===== src/rtl/count_uart_tx.sv =====
// Snapshots an 8-bit counter on a sample strobe or on 0xFF->0x00 wrap, queues the
// snapshots in a small FIFO and sends each one as a UART 8N1 frame on tx.
module count_uart_tx #(
    parameter int CLKS_PER_BIT = 87,
    parameter int FIFO_DEPTH   = 4
) (
    input  logic                          clk,
    input  logic                          rst,
    input  logic                          ena,
    input  logic [7:0]                    count_in,
    input  logic                          sample,
    output logic                          tx,
    output logic                          busy,
    output logic [$clog2(FIFO_DEPTH):0]   fifo_level,
    output logic                          fifo_full,
    output logic                          drop
);

    localparam int PW = $clog2(FIFO_DEPTH);
    localparam int LW = PW + 1;
    localparam int BW = $clog2(CLKS_PER_BIT);

    typedef enum logic [1:0] {
        IDLE  = 2'd0,
        START = 2'd1,
        DATA  = 2'd2,
        STOP  = 2'd3
    } state_t;

    state_t          state_q, state_d;
    logic [BW-1:0]   baud_q, baud_d;
    logic [2:0]      bit_q, bit_d;
    logic [7:0]      shift_q, shift_d;
    logic            tx_q, tx_d;
    logic [7:0]      prev_q, prev_d;
    logic [PW-1:0]   wr_ptr_q, wr_ptr_d;
    logic [PW-1:0]   rd_ptr_q, rd_ptr_d;
    logic [LW-1:0]   level_q, level_d;
    logic            drop_q, drop_d;
    logic [7:0]      mem_q [FIFO_DEPTH];
    logic [7:0]      mem_d [FIFO_DEPTH];

    logic wrap;
    logic push_req;
    logic full;
    logic push;
    logic pop;
    logic baud_last;

    // Full is judged on the current level, so a same-cycle pop never rescues a push.
    always_comb begin
        wrap      = ena && (prev_q == 8'hFF) && (count_in == 8'h00);
        push_req  = ena && (sample || wrap);
        full      = (level_q == LW'(FIFO_DEPTH));
        push      = push_req && !full;
        pop       = (state_q == IDLE) && ena && (level_q != '0);
        baud_last = (baud_q == BW'(CLKS_PER_BIT - 1));
    end

    always_comb begin
        mem_d    = mem_q;
        wr_ptr_d = wr_ptr_q;
        rd_ptr_d = rd_ptr_q;
        level_d  = level_q;
        drop_d   = drop_q | (push_req & full);
        prev_d   = ena ? count_in : prev_q;
        if (push) begin
            mem_d[wr_ptr_q] = count_in;
            wr_ptr_d        = wr_ptr_q + PW'(1);
        end
        if (pop) begin
            rd_ptr_d = rd_ptr_q + PW'(1);
        end
        case ({push, pop})
            2'b10:   level_d = level_q + LW'(1);
            2'b01:   level_d = level_q - LW'(1);
            default: level_d = level_q;
        endcase
    end

    always_comb begin
        state_d = state_q;
        baud_d  = baud_q;
        bit_d   = bit_q;
        shift_d = shift_q;
        case (state_q)
            IDLE: begin
                baud_d = '0;
                bit_d  = '0;
                if (pop) begin
                    shift_d = mem_q[rd_ptr_q];
                    state_d = START;
                end
            end
            START: begin
                if (baud_last) begin
                    baud_d  = '0;
                    state_d = DATA;
                end else begin
                    baud_d = baud_q + BW'(1);
                end
            end
            DATA: begin
                if (baud_last) begin
                    baud_d  = '0;
                    shift_d = {1'b0, shift_q[7:1]};
                    if (bit_q == 3'd7) begin
                        state_d = STOP;
                    end else begin
                        bit_d = bit_q + 3'd1;
                    end
                end else begin
                    baud_d = baud_q + BW'(1);
                end
            end
            STOP: begin
                if (baud_last) begin
                    baud_d  = '0;
                    state_d = IDLE;
                end else begin
                    baud_d = baud_q + BW'(1);
                end
            end
            default: state_d = IDLE;
        endcase
    end

    // tx is registered from the next state so the pin never glitches on decode.
    always_comb begin
        tx_d = 1'b1;
        case (state_d)
            START:   tx_d = 1'b0;
            DATA:    tx_d = shift_d[0];
            default: tx_d = 1'b1;
        endcase
    end

    always_ff @(posedge clk or posedge rst) begin
        if (rst) begin
            state_q  <= IDLE;
            baud_q   <= '0;
            bit_q    <= '0;
            shift_q  <= '0;
            tx_q     <= 1'b1;
            prev_q   <= 8'h00;
            wr_ptr_q <= '0;
            rd_ptr_q <= '0;
            level_q  <= '0;
            drop_q   <= 1'b0;
            for (int i = 0; i < FIFO_DEPTH; i++) begin
                mem_q[i] <= 8'h00;
            end
        end else begin
            state_q  <= state_d;
            baud_q   <= baud_d;
            bit_q    <= bit_d;
            shift_q  <= shift_d;
            tx_q     <= tx_d;
            prev_q   <= prev_d;
            wr_ptr_q <= wr_ptr_d;
            rd_ptr_q <= rd_ptr_d;
            level_q  <= level_d;
            drop_q   <= drop_d;
            mem_q    <= mem_d;
        end
    end

    assign tx         = tx_q;
    assign busy       = (state_q != IDLE);
    assign fifo_level = level_q;
    assign fifo_full  = full;
    assign drop       = drop_q;

endmodule


===== config.mk =====
export PLATFORM = sky130hd
export DESIGN_NAME = count_uart_tx
export DESIGN_NICKNAME = d
export VERILOG_FILES = /design/src/rtl/count_uart_tx.sv
export SDC_FILE = /design/constraint.sdc
export NUM_CORES = 1
export LEC_CHECK = 0
export ABC_AREA = 1
export BUFFER_PORTS_ARGS = -buffer_cell sky130_fd_sc_hd__buf_2
export CAP_MARGIN = 10
export CORE_MARGIN = 1.5
export CORE_UTILIZATION = 65
export DETAILED_ROUTE_END_ITERATION = 12
export GPL_TIMING_DRIVEN = 0
export HOLD_SLACK_MARGIN = 0.02
export PLACE_DENSITY = 0.94
export SYNTH_ARGS = -nofsm -noshare
export SYNTH_HDL_FRONTEND = slang
export SYNTH_SLANG_ARGS = --single-unit

===== constraint.sdc =====
create_clock -name clk -period 5.8 [get_ports clk]
set_input_delay 0.29 -clock clk [delete_from_list [all_inputs] [get_ports clk]]
set_output_delay 0.29 -clock clk [all_outputs]
set_load 0.02 [all_outputs]

Yosys cells after proc, flatten, opt, wreduce, memory -nomap -nowiden
Cells that the tools add are included.
Operators by class
  $add $sub $neg: 6
  $lt $le $gt $ge: 3
  equality and inequality tests: 14
  muxes and demuxes: 22
  bitwise gates (word level): 4
  reductions and logical operators: 18
Operator list (count)
  2-to-1 mux 8 bit: 5
  bitwise mux 32 bit: 1
  binary-select mux 8 bit (select 2 bit): 1
  demux 8 bit (select 2 bit): 1
  case mux 8 bit (2 select lines): 1
  case mux 7 bit (2 select lines): 1
  case mux 3 bit (2 select lines): 2
  2-to-1 mux 2 bit: 5
  equality test 2 bit, second input constant: 4
  equality test 8 bit, second input constant: 1
  logical NOT 8 bit: 1
  case mux 2 bit (4 select lines): 1
  adder 7 x 1 -> 7 bit, second input constant: 1
  equality test 7 bit, second input constant: 1
  logical AND 1 bit: 7
  2-to-1 mux 7 bit: 1
  adder 3 x 1 -> 3 bit, second input constant: 2
  equality test 2 x 1 -> 1 bit, second input constant: 3
  equality test 3 bit, second input constant: 2
  >= comparator 3 bit, second input constant: 2
  2-to-1 mux 3 bit: 2
  != test 2 bit, second input constant: 3
  inverter 2 -> 3 bit: 2
  AND reduction 3 bit: 2
  12 further kinds: 15
Word-level totals
  register bits: 69
  input bits: 12
  output and inout port bits: 7
  logic and storage cells: 82

Longest topological paths before layout
  word-level depth: 8
  gate-level depth with buffers: 13
  depth with buffers taken out: 13

Worst setup path after synthesis
Ideal clock, no wire load.
  kind: reg2reg
  start point: reg level_q[0], in the netlist fifo_level[0]
  end point: reg level_q[2], in the netlist fifo_level[2]
  setup time: 0.131 ns
  arrival time: 2.249 ns
  setup slack: 3.420 ns
  cell stages (with the launch flop): 11
  buffers on the path: 1
  clock period less this slack: 2.380 ns
  cells stage by stage: dfrtp_1 -> nor3_2 -> inv_1 -> buf_2 -> nand2_1 -> ha_1 -> inv_1 -> fa_1 -> a21oi_1 -> o21ai_0 -> xor2_1
On the way
  longest elaborated chain between the ends: 5
Ends and longest elaborated chain
  start: declaration: line 38  | logic [LW-1:0] level_q, level_d;
  start signal: assignment: line 162  | level_q <= level_d;
  equality test 3 bit *: line 54  | full = (level_q == LW'(FIFO_DEPTH));
  net fifo_full: line 15  | output logic fifo_full,
  logical NOT 1 bit *: line 55  | push = push_req && !full;
  logical AND 1 bit *: line 55
  equality test 2 x 1 -> 1 bit / equality test 2 bit (equally long branches): line 74  | case ({push, pop})
  case mux 3 bit (2 select lines) / nonzero test 2 bit (equally long branches)
The timed path passes the listed nets; every way through them passes the cells marked *.
A chain may end at the register's enable or synchronous reset.

Worst setup path in the final report
  start point: reg state_q[0]
  end point: reg level_q[2], in the netlist fifo_level[2]
On the way
  longest elaborated chain between the ends: 5
Ends and longest elaborated chain
  start: declaration: line 30  | state_t state_q, state_d;
  start signal: assignment: line 154  | state_q <= state_d;
  logical NOT 2 bit *: line 56  | pop = (state_q == IDLE) && ena && (level_q != '0);
  logical AND 1 bit * (2 in a row): line 56
  net pop: line 47  | logic pop;
  equality test 2 x 1 -> 1 bit / equality test 2 bit (equally long branches): line 74
  case mux 3 bit (2 select lines) / nonzero test 2 bit (equally long branches)
Marks and branches as above.

==> results.md <==
- Slew Limit Headroom: 0.513
- Power after layout: 0.00100 W
- Number of I/O port buffers: 17
- Detailed Route Iter0 Violations: 242
- Setup-failing EPs final: 0
- Worst min path class: in2async
- GRT Residual Overflow: 0
- Leakage power: 2.00 nW
- Pin count of the biggest net entering global routing: 37
- ANT cells: 0
- Switching pwr: 0.000207 W
- Setup skew after layout: just under 0.008 ns
- Final hold violation count: 0
- Sum of met3 wire segment lengths after detailed routing: 693 um
- Number of distinct standard cells referenced by the synthesized netlist: 32
- Clock transition at the registers of the reported paths: about 0.070 ns
- Period Utilization, post-route: 0.392
- Post-synthesis net count: 438
- Final Net Count: between 400 and 500
- Number of vias in the routed layout: 3069
- Number of instances resized during post-cts repair: 0
- Warning count from the yosys run: 0
- DR DRC count: 0
- Cell chosen for the clock root: sky130_fd_sc_hd__clkbuf_8
- Cell Rows: 26
- Setup slack of the most critical reg-to-reg path: 3.52 ns
- Ratio of cells with drive above 1 in the final layout: 0.124
- Wire length the detailed router placed on met1: 3.16 mm
- Number of global-route vias before repair: just over 3000
- Gp weighted congestion: 0.913
- Worst-Margin Slew: 0.729 ns
- Met2 wire length: 3.97 mm
- Part of the Yosys area used for sequential elements: 0.504
- Worst setup path category: reg2reg
- Critical path data arrival time: 2.50 ns
- Vias per inst: a little under 6
- Max rail drop VDD: ~0.00019 V
- RR Endpoint: fifo_level[2]$_DFFE_PP0P_
- Run status: complete, no violations
- #FFs+latches synth: 69
- Core footprint: 5110 sq um
- Core Util, Final: 0.756
- Cell-internal power: between 0.0007 and 0.0008 W
- Overall die width: 75.7 um
- Post-placement worst setup slack: 3.53 ns
- Cts hold-fix bufs: 0
- First-pass GRT wire length: 13.3 mm
- Top-area cell type share of the netlist area: 0.496
- Power per unit of standard cell area: 259 nW/um^2
- H-tree Lvls: 3
- Slack of the critical path: roughly 3.5 ns
- Tot GR Track Use: 0.317
- Max-cap viol count: 0
- Post-synth design cell area: between 3000 and 4000 sq um
- Highest layer used for signal routing: met4
- Relative contribution of sequential cells to total power: 0.488
- Buffer depth of the longest clock path: 2
- TritonCTS Buffers: 9
- Depth of the worst register-to-register path: 10
- Area growth from synthesis to final layout: 12.6%
- Initial DRT Pass Iterations: 5
- Clock sinks: 69
- Effective utilization at floorplan: 0.672
- Switching portion of total power: 0.207
- Total count of max-transition violations in the final report: 0
- Setup TNS: 0 ns
- Syn Inst Count: 416
- Y dimension of the die: 75.7 um
- Clock period minus worst slack: 2.28 ns
- Clock tree from TritonCTS: yes
- Combinational share of power: 0.040
- Required time worst endpoint: 6.03 ns
- Launch point of the worst reg-to-reg path: state_q[0]$_DFF_PP0_
- Initial antenna violation count: 0
- Later-pin clock latency in the skew report: approximately 0.35 ns
- Die Area: 5720 sq um
- Syn_area_per_cell: 8.25 sq um
- Kind of capture point of the worst setup path: flop
- Routed length per placed instance: approximately 16 um
- Total Routed Length: 8.15 mm
- Unrepaired setup endpoints after global routing: no
- Cell accounting for the most synthesized area: sky130_fd_sc_hd__dfrtp_1
- Clock Power Share: 0.472
- Maximum clock rate: between 400 and 500 MHz
- Largest driver fanout on the critical path: 10
- Post-CTS setup buffer count: 0
- I/O pin count: 19
- Remaining antenna violation count: 0
- Startpoint type of the worst setup path: flop
- Sum of net half-perimeters after detailed placement: 5.54 mm
- Worst hold slack: 0.0633 ns
- Cell types occupying the most area after synthesis: sky130_fd_sc_hd__dfrtp_1 50%, sky130_fd_sc_hd__nand2_1 14%, sky130_fd_sc_hd__nand4_1 6.6%
critical path: stages, from the launching register on:
cell and delay (ns):
sky130_fd_sc_hd__dfrtp_1 0.43, sky130_fd_sc_hd__nor2_1 0.24, sky130_fd_sc_hd__nand3_2 0.18, sky130_fd_sc_hd__inv_1 0.11, sky130_fd_sc_hd__buf_4 0.18, sky130_fd_sc_hd__ha_1 0.15, sky130_fd_sc_hd__inv_1 0.07, sky130_fd_sc_hd__fa_1 0.38
sky130_fd_sc_hd__a21oi_1 0.15, sky130_fd_sc_hd__o21ai_0 0.11, sky130_fd_sc_hd__xor2_1 0.15
synth_stat cells, drive strengths merged:
| library cell | n |
|---|---|
| clkbuf | 8 |
| nand3b | 1 |
| o211ai | 2 |
| ha | 9 |
| nand2 | 136 |
| o21ai | 30 |
| nand4 | 37 |
| nor3 | 1 |
| xor2 | 2 |
| fa | 1 |
| o31ai | 1 |
| a31o | 1 |
| dfrtp | 68 |
| inv | 35 |
| nand3 | 18 |
| buf | 10 |
| a22o | 1 |
| xnor2 | 2 |
| o22ai | 1 |
| o221ai | 3 |
| dfstp | 1 |
| a21oi | 6 |
| nor2 | 42 |
state kept, by name (all words and copies together), names as in the netlist:
signal      flops
tx              1
shift_q         8
prev_q          8
mem_q          32
drop            1
fifo_level      3
state_q         2
rd_ptr_q        2
bit_q           3
baud_q          7
wr_ptr_q        2
layer usage:
layer	GRT usage	vias up
met5	0	-
met4	0.161	0
met3	0.0463	45
met2	0.542	173
met1	0.394	1427
li1	-	1424
area by class of cell:
cell class / count / area, sq um
inverter: 35 / 131
clock buffer: 12 / 145
fill: 373 / 1240
multi-input combinational: 294 / 1470
timing repair buffer: 18 / 105
buffer: 18 / 101
clock inverter: 4 / 95.1
tap: 70 / 87.6
sequential: 69 / 1730
worst max-delay path by stage:
stage,startpoint,slack (ns),endpoint
after detailed placement,count_in[2],3.53,fifo_level[1]$_DFFE_PP0P_
after floorplan,fifo_level[0]$_DFFE_PP0P_,3.42,fifo_level[2]$_DFFE_PP0P_
after global placement,rst,3.03,prev_q[3]$_DFFE_PP0P_
after CTS,fifo_level[0]$_DFFE_PP0P_,3.51,fifo_level[2]$_DFFE_PP0P_
after global routing,fifo_level[0]$_DFFE_PP0P_,3.32,fifo_level[2]$_DFFE_PP0P_
final,state_q[0]$_DFF_PP0_,3.52,fifo_level[2]$_DFFE_PP0P_
power by group through the flow:
stage,Combinational [W],Clock (W),Sequential [W]
6_report,0.0000401,0.000473,0.000488
5_1_grt,0.0000450,0.000492,0.000488
4_1_cts,0.0000400,0.000475,0.000488
3_5_place_dp,0.0000393,0,0.000497
3_3_place_gp,0.0000363,0,0.000497
2_1_floorplan,0.0000227,0,0.000497
layout by cell type (no fill, tap or decap), types with 4 or more instances in the layout:
master and n:
sky130_fd_sc_hd__a21oi_1 5, sky130_fd_sc_hd__buf_2 23, sky130_fd_sc_hd__clkbuf_1 10, sky130_fd_sc_hd__clkbuf_8 10, sky130_fd_sc_hd__dfrtp_1 68, sky130_fd_sc_hd__ha_1 9
sky130_fd_sc_hd__inv_1 33, sky130_fd_sc_hd__nand2_1 132, sky130_fd_sc_hd__nand2_2 4, sky130_fd_sc_hd__nand3_1 17, sky130_fd_sc_hd__nand4_1 36, sky130_fd_sc_hd__nor2_1 40
sky130_fd_sc_hd__o21ai_0 30
per-stage QoR:
stage               cells  instance area, sq um
floorplan             416                  3430
global placement      503                  3600
detailed placement    504                  3620
CTS                   520                  3860
global route          520                  3860
finish                520                  3860
logic make-up (layout without fill, tap and decap cells):
| logic type | after synthesis | after routing | share of synthesized area |
|---|---|---|---|
| AND/OR/NAND/NOR | 235 | 235 | 0.303 |
| adder cells (fa/ha/maj) | 10 | 10 | 0.0387 |
| XOR/XNOR | 4 | 4 | 0.0102 |
| AO/OA/AOI/OAI | 45 | 45 | 0.0770 |
| flip-flops | 69 | 69 | 0.504 |
| buffers and inverters | 53 | 87 | 0.0678 |
Power figures use the tool's default switching activity.
